[config.mk]
export PLATFORM = sky130hd
export DESIGN_NAME = hazard_tracker_flat
export DESIGN_NICKNAME = d
export VERILOG_FILES = /design/src/rtl/hazard_if.sv /design/src/rtl/hazard_tracker.sv /design/src/flat_wrapper.sv
export SDC_FILE = /design/constraint.sdc
export NUM_CORES = 1
export LEC_CHECK = 0
export CAP_MARGIN = 20
export CELL_PAD_IN_SITES_DETAIL_PLACEMENT = 1
export CELL_PAD_IN_SITES_GLOBAL_PLACEMENT = 2
export CORE_AREA = 2 2 97 99
export DETAILED_ROUTE_END_ITERATION = 10
export DIE_AREA = 0 0 99 101
export GPL_TIMING_DRIVEN = 0
export PLACE_DENSITY = 0.87
export SETUP_SLACK_MARGIN = 0.05
export SLEW_MARGIN = 20
export SYNTH_ARGS = -nofsm -noshare
export SYNTH_HDL_FRONTEND = slang
export SYNTH_SLANG_ARGS = --single-unit
[constraint.sdc]
create_clock -name clk -period 2.8 [get_ports clk]
set_input_delay 0.56 -clock clk [delete_from_list [all_inputs] [get_ports clk]]
set_output_delay 0.56 -clock clk [all_outputs]
set_load 0.05 [all_outputs]
[src/rtl/hazard_if.sv]
// Decode-stage hazard query bus. The pipeline side (master) presents the
// decoded D-stage instruction fields; the tracker (slave) answers in the same
// cycle with the stall, the forwarding selects and the mult/div busy flag.
// Timing contract: there is no valid/ready pair. The D fields are sampled every
// cycle. While Stall=1 the master must hold the same D fields so that the
// instruction can be re-presented. The responses are purely combinational from
// the tracker state and the D fields.
interface hazard_if #(
  parameter int STAGES = 3,
  parameter int AW     = 5,
  parameter int TW     = 2,
  parameter int SW     = $clog2(STAGES + 1)
);
  logic [AW-1:0]        D_A1;
  logic [TW-1:0]        D_Tuse1;
  logic [AW-1:0]        D_A2;
  logic [TW-1:0]        D_Tuse2;
  logic [AW-1:0]        D_A3;
  logic [TW-1:0]        D_Tnew;
  logic                 D_IsMD;
  logic                 D_MDOp;
  logic                 D_UseMD;
  logic                 Stall;
  logic [STAGES*SW-1:0] FW1Sel;
  logic [STAGES*SW-1:0] FW2Sel;
  logic                 MDBusy;

  modport master (
    output D_A1, D_Tuse1, D_A2, D_Tuse2, D_A3, D_Tnew, D_IsMD, D_MDOp, D_UseMD,
    input  Stall, FW1Sel, FW2Sel, MDBusy
  );

  modport slave (
    input  D_A1, D_Tuse1, D_A2, D_Tuse2, D_A3, D_Tnew, D_IsMD, D_MDOp, D_UseMD,
    output Stall, FW1Sel, FW2Sel, MDBusy
  );
endinterface

[src/rtl/hazard_tracker.sv]
// Hazard and forwarding unit: tracks the register fields of the STAGES
// instructions behind D, raises the D-stage stall for data and HI/LO hazards,
// and selects the forwarding source for every reading stage.
module hazard_tracker #(
  parameter int STAGES   = 3,
  parameter int AW       = 5,
  parameter int TW       = 2,
  parameter int MULT_CYC = 5,
  parameter int DIV_CYC  = 10,
  parameter int SW       = $clog2(STAGES + 1)
) (
  input  logic     clk,
  input  logic     reset,
  hazard_if.slave  bus
);

  localparam int MAXC = (MULT_CYC > DIV_CYC) ? MULT_CYC : DIV_CYC;
  localparam int CW   = $clog2(MAXC + 1);

  // Slot k (1 = E, 2 = M, ...) holds the instruction k stages behind D.
  logic [AW-1:0] s_a1   [1:STAGES];
  logic [AW-1:0] s_a2   [1:STAGES];
  logic [AW-1:0] s_a3   [1:STAGES];
  logic [TW-1:0] s_tnew [1:STAGES];
  logic          s_md   [1:STAGES];
  logic          s_op   [1:STAGES];
  logic [CW-1:0] md_cnt;

  // Source addresses seen by each reader: reader 0 is D, reader j is slot j.
  logic [AW-1:0] r_a1 [0:STAGES-1];
  logic [AW-1:0] r_a2 [0:STAGES-1];

  logic                 stall;
  logic                 md_busy;
  logic                 dstall1;
  logic                 dstall2;
  logic [SW-1:0]        sel1;
  logic [SW-1:0]        sel2;
  logic [STAGES*SW-1:0] fw1;
  logic [STAGES*SW-1:0] fw2;

  // Advance the slot pipeline (bubble into slot 1 on stall) and run the busy counter.
  always_ff @(posedge clk) begin
    if (!reset) begin
      for (int k = 1; k <= STAGES; k++) begin
        s_a1[k]   <= '0;
        s_a2[k]   <= '0;
        s_a3[k]   <= '0;
        s_tnew[k] <= '0;
        s_md[k]   <= 1'b0;
        s_op[k]   <= 1'b0;
      end
      md_cnt <= '0;
    end else begin
      for (int k = STAGES; k >= 2; k--) begin
        s_a1[k]   <= s_a1[k-1];
        s_a2[k]   <= s_a2[k-1];
        s_a3[k]   <= s_a3[k-1];
        s_tnew[k] <= (s_tnew[k-1] != '0) ? s_tnew[k-1] - TW'(1) : '0;
        s_md[k]   <= s_md[k-1];
        s_op[k]   <= s_op[k-1];
      end
      if (stall) begin
        s_a1[1]   <= '0;
        s_a2[1]   <= '0;
        s_a3[1]   <= '0;
        s_tnew[1] <= '0;
        s_md[1]   <= 1'b0;
        s_op[1]   <= 1'b0;
      end else begin
        s_a1[1]   <= bus.D_A1;
        s_a2[1]   <= bus.D_A2;
        s_a3[1]   <= bus.D_A3;
        s_tnew[1] <= bus.D_Tnew;
        s_md[1]   <= bus.D_IsMD;
        s_op[1]   <= bus.D_MDOp;
      end
      if (s_md[1]) begin
        md_cnt <= s_op[1] ? CW'(DIV_CYC) : CW'(MULT_CYC);
      end else if (md_cnt != '0) begin
        md_cnt <= md_cnt - CW'(1);
      end
    end
  end

  // Stall when the youngest producer of a D source is not ready in time, or HI/LO is busy.
  always_comb begin
    dstall1 = 1'b0;
    dstall2 = 1'b0;
    md_busy = (md_cnt != '0) | s_md[1];
    // Scan oldest to youngest so the youngest match decides.
    for (int k = STAGES; k >= 1; k--) begin
      if (bus.D_A1 != '0 && s_a3[k] == bus.D_A1) dstall1 = (s_tnew[k] > bus.D_Tuse1);
      if (bus.D_A2 != '0 && s_a3[k] == bus.D_A2) dstall2 = (s_tnew[k] > bus.D_Tuse2);
    end
    stall = dstall1 | dstall2 | (bus.D_UseMD & md_busy);
  end

  // Forward select per reader: youngest older-slot match, only if its result is ready.
  always_comb begin
    fw1  = '0;
    fw2  = '0;
    sel1 = '0;
    sel2 = '0;
    r_a1[0] = bus.D_A1;
    r_a2[0] = bus.D_A2;
    for (int j = 1; j < STAGES; j++) begin
      r_a1[j] = s_a1[j];
      r_a2[j] = s_a2[j];
    end
    for (int j = 0; j < STAGES; j++) begin
      sel1 = '0;
      sel2 = '0;
      for (int k = STAGES; k > j; k--) begin
        if (r_a1[j] != '0 && s_a3[k] == r_a1[j]) sel1 = (s_tnew[k] == '0) ? SW'(k) : '0;
        if (r_a2[j] != '0 && s_a3[k] == r_a2[j]) sel2 = (s_tnew[k] == '0) ? SW'(k) : '0;
      end
      fw1[j*SW +: SW] = sel1;
      fw2[j*SW +: SW] = sel2;
    end
  end

  assign bus.Stall  = stall;
  assign bus.FW1Sel = fw1;
  assign bus.FW2Sel = fw2;
  assign bus.MDBusy = md_busy;

endmodule
[src/flat_wrapper.sv]
// flat-port wrapper written by rule: the top's interface ports become plain ports
module hazard_tracker_flat 
#(
  parameter int STAGES   = 3,
  parameter int AW       = 5,
  parameter int TW       = 2,
  parameter int MULT_CYC = 5,
  parameter int DIV_CYC  = 10,
  parameter int SW       = $clog2(STAGES + 1)
)
  (clk, reset, bus_D_A1, bus_D_Tuse1, bus_D_A2, bus_D_Tuse2, bus_D_A3, bus_D_Tnew, bus_D_IsMD, bus_D_MDOp, bus_D_UseMD, bus_Stall, bus_FW1Sel, bus_FW2Sel, bus_MDBusy);
  hazard_if #(.STAGES(STAGES), .AW(AW), .TW(TW), .SW(SW)) bus_i ();
  input  logic clk;
  input  logic reset;
  input wire logic [$bits(bus_i.D_A1)-1:0] bus_D_A1;
  input wire logic [$bits(bus_i.D_Tuse1)-1:0] bus_D_Tuse1;
  input wire logic [$bits(bus_i.D_A2)-1:0] bus_D_A2;
  input wire logic [$bits(bus_i.D_Tuse2)-1:0] bus_D_Tuse2;
  input wire logic [$bits(bus_i.D_A3)-1:0] bus_D_A3;
  input wire logic [$bits(bus_i.D_Tnew)-1:0] bus_D_Tnew;
  input wire logic [$bits(bus_i.D_IsMD)-1:0] bus_D_IsMD;
  input wire logic [$bits(bus_i.D_MDOp)-1:0] bus_D_MDOp;
  input wire logic [$bits(bus_i.D_UseMD)-1:0] bus_D_UseMD;
  output wire logic [$bits(bus_i.Stall)-1:0] bus_Stall;
  output wire logic [$bits(bus_i.FW1Sel)-1:0] bus_FW1Sel;
  output wire logic [$bits(bus_i.FW2Sel)-1:0] bus_FW2Sel;
  output wire logic [$bits(bus_i.MDBusy)-1:0] bus_MDBusy;
  assign bus_i.D_A1 = bus_D_A1;
  assign bus_i.D_Tuse1 = bus_D_Tuse1;
  assign bus_i.D_A2 = bus_D_A2;
  assign bus_i.D_Tuse2 = bus_D_Tuse2;
  assign bus_i.D_A3 = bus_D_A3;
  assign bus_i.D_Tnew = bus_D_Tnew;
  assign bus_i.D_IsMD = bus_D_IsMD;
  assign bus_i.D_MDOp = bus_D_MDOp;
  assign bus_i.D_UseMD = bus_D_UseMD;
  assign bus_Stall = bus_i.Stall;
  assign bus_FW1Sel = bus_i.FW1Sel;
  assign bus_FW2Sel = bus_i.FW2Sel;
  assign bus_MDBusy = bus_i.MDBusy;
  hazard_tracker #(.STAGES(STAGES), .AW(AW), .TW(TW), .MULT_CYC(MULT_CYC), .DIV_CYC(DIV_CYC), .SW(SW)) u_core (.clk(clk), .reset(reset), .bus(bus_i));
endmodule
==> impl_metrics.tcl <==
set metrics [dict create \
    multi_input_area_um2 1990 \
    io_pins 40 \
    peakVddDrop_v 0.000257 \
    powerDensity_nw_per_um2 492 \
    syn_area_um2 2990 \
    core_um2 8980 \
    cts_max_path_buffers 2 \
    leakagePower_nw 1.74 \
    syn_inst 319 \
    critical_path.cell_chain "buf_4 -> or4_4 -> o211a_4 -> a221oi_4 -> a22oi_2 -> buf_6 -> nand2b_4 -> buf_8" \
    grt_pass1_wl_um 12500 \
    status "complete, no violations" \
    clock-sinks 47 \
    r2r_start "u_core.s_a3[0][12]" \
    register_area_um2 1150 \
    firstDrtPassIters 4 \
    insertion_delay_ps 320 \
    slew_headroom 0.623 \
    synth-edff-count 19 \
    async_reset_ff_frac 0 \
    post-route-util 0.444 \
    synthAdderAreaFrac 0.0670 \
    synth.distinct_cells 46 \
    synth_warnings 0 \
    synth_compound_area_frac 0.0703 \
    hold_class "reg -> reg" \
    cp-startpoint "bus_D_A1[2]" \
    dp_hpwl_um 5780 \
    holdBufCountCts 0 \
    syn_avg_cell_area_um2 9.37 \
    final_cell_area_um2 3990 \
    synth_top_area_cell "edfxtp_1" \
    crit_type "in -> out" \
    worstPathMaxFanout 5 \
    yosysTopAreaCellShare 0.191 \
    final_antenna_net_count 0 \
    start_util 0.333 \
    synth.area.top_cells "edfxtp_1, dfxtp_1, xor2_1" \
    die_area_um2 10000 \
    routabilityCongestion 0.784 \
    final.min_clock_period_ps 2780 \
    wirelength_um 7830 \
    postPlaceCellArea_um2 3590 \
    cts.reportedPaths.clkPinSlew_ps 90 \
    synth-simple-area-share 0.244 \
    numCtsBuffers 5 \
    critPathArrivalTime_ps 2220 \
    route.vias.total 2405 \
    p_total_mw 1.96 \
    slew_violations 0 \
    synthToLayoutAreaGrowth_pct 33.4 \
    startpoint_type "input port" \
    nFillCells 1014 \
    rsz0062_at_grt "yes" \
    first_iter_violations 44 \
    whs_ps 420 \
    overflow 0 \
    tightest_slew_ps 565 \
    setup_tns_ps 0 \
    hold_viol_final 0 \
    insertedDiodeCount 0 \
    cts_max_level 2 \
    clock_skew_ps 19.8 \
    numPortBuffers 36 \
    synth_mux_area_frac 0.00335 \
    max_cap_violations 0 \
    required_ps 2240 \
    crit_slowest_cell "or4_4" \
    hp-start "u_core.s_tnew[0][4]" \
    dieHeight_um 101 \
    synth-seq-cells 47 \
    fp.dieW_um 99 \
    max_freq_mhz 360 \
    synth_top_family_by_area "simple AND/OR/NAND/NOR gates" \
    finalNetCount 428 \
    cts_tree "yes" \
    antenna_found_initial 0 \
    setup_viol_count_final 0 \
    ys_seq_area_frac 0.378 \
    drive_gt1_frac 0.295 \
    drc 0 \
    grt_use_total 0.159 \
    critPathMaxStageDelay_ps 540 \
    cp-end-kind "output pin" \
    period_share 0.991 \
    synth_xor_area_frac 0.179 \
    grt_max_degree 17 \
    wl_per_cell_um 15.7 \
    row_count 35 \
    via_per_inst 4.83 \
    grt_pass1_vias 2491 \
    root_buffer "clkbuf_8" \
    ys.flop_type "dfxtp_1" \
]
final timing paths:
| kind | to | slack (ps) | cells past startpoint |
|---|---|---|---|
| setup reg to reg | u_core.s_a1[1][1] | 620 | 9 |
| hold reg to reg | u_core.s_tnew[0][6] | 420 | 1 |
| setup / recovery | bus_Stall | 20 | 8 |
| hold / removal | u_core.s_tnew[0][6] | 420 | 1 |
per-layer routing:
layer | track usage | wire (um) | part of all wire | up-vias
li1 | - | - | - | 1190
met1 | 0.210 | 3730 | 0.48 | 1171
met3 | 0.0257 | 211 | 0.027 | 9
met2 | 0.272 | 3770 | 0.48 | 35
met5 | 0 | 0 | 0 | -
met4 | 0.0443 | 120 | 0.015 | 0
cell usage after synthesis (2+ instances only):
cell       n
nand2_1   10
nand4_1    2
nand2b_1   4
xor2_1    34
dfxtp_1   28
nand3_2   10
buf_6      2
nor4_1     4
ha_1      16
inv_1     13
nor3_1    14
nor2_1    28
a21oi_1    9
clkbuf_1  10
xnor2_1   27
nor2_2     8
nor2b_1    4
edfxtp_1  19
buf_2      9
or4_1      2
a21o_1     2
nand4b_1   2
o21ai_0    2
o21a_1     4
and2_1    22
nand3_1   12
buf_4      2
and3_1     2
registers in the layout, summed over array words and instances (netlist names):
name,cells
u_core.s_a3,15
u_core.s_a1,10
u_core.s_a2,10
u_core.s_tnew,6
u_core.md_cnt,4
u_core.s_md,1
u_core.s_op,1
repair_timing:
| item | in CTS | in global routing |
|---|---|---|
| hold endpoints to repair | 0 | 0 |
| setup buffers | 3 | 8 |
| endpoints found under the setup margin | 18 | 14 |
| gates resized for setup | 98 | 78 |
| pin swaps | 8 | 16 |
layout make-up:
type / count / area share
timing repair buffer: 47 / 0.106
buffer: 18 / 0.0323
clock inverter: 2 / 0.00376
clock buffer: 6 / 0.0235
tap: 111 / 0.0348
inverter: 13 / 0.0122
multi-input combinational: 254 / 0.500
sequential: 47 / 0.288
critical path, delay by kind of cell:
kind / cells / cell delay, ps
AO/OA/AOI/OAI: 3 / 620
buffers and inverters: 3 / 420
AND/OR/NAND/NOR: 2 / 600
cells in the final DEF (no fill, tap or decap), types with 5 or more instances in the layout:
cell             synthesis  final
buf_2                    9     10
buf_6                    2      7
clkdlybuf4s50_1          0     10
xor2_1                  34     34
dlymetal6s2s_1           0      5
nand2_1                 10      9
clkbuf_8                 0      5
nor3_1                  14      9
nand3_2                 10     10
dfxtp_1                 28     23
nor2_1                  28     26
nor2_2                   8      9
buf_4                    2     18
nand3_1                 12     12
inv_1                   13     11
conb_1                   1     19
and2_1                  22     22
edfxtp_1                19     19
a21oi_1                  9      6
ha_1                    16     12
xnor2_1                 27     23
logic make-up after synthesis:
family / Yosys count
DFF: 47
xor gates and xnor gates: 61
AOI/OAI and AO/OA: 29
muxes: 1
buffers and inverters: 36
other: 1
adders and majority gates: 16
and+or+nand+nor: 128
through the flow:
step / setup WS, ps / std cells
floorplan: 96.0 / 337
global placement: -1390 / 484
detailed placement: -1440 / 484
CTS: -160 / 490
global route: -57.7 / 498
finish: 24.5 / 498
report_power, final:
group	internal, mW	switching [mW]
logic	0.287	0.359
registers	0.773	0.0566
clock network	0.234	0.254
total	1.29	0.669
Power figures use the tool's default switching activity.
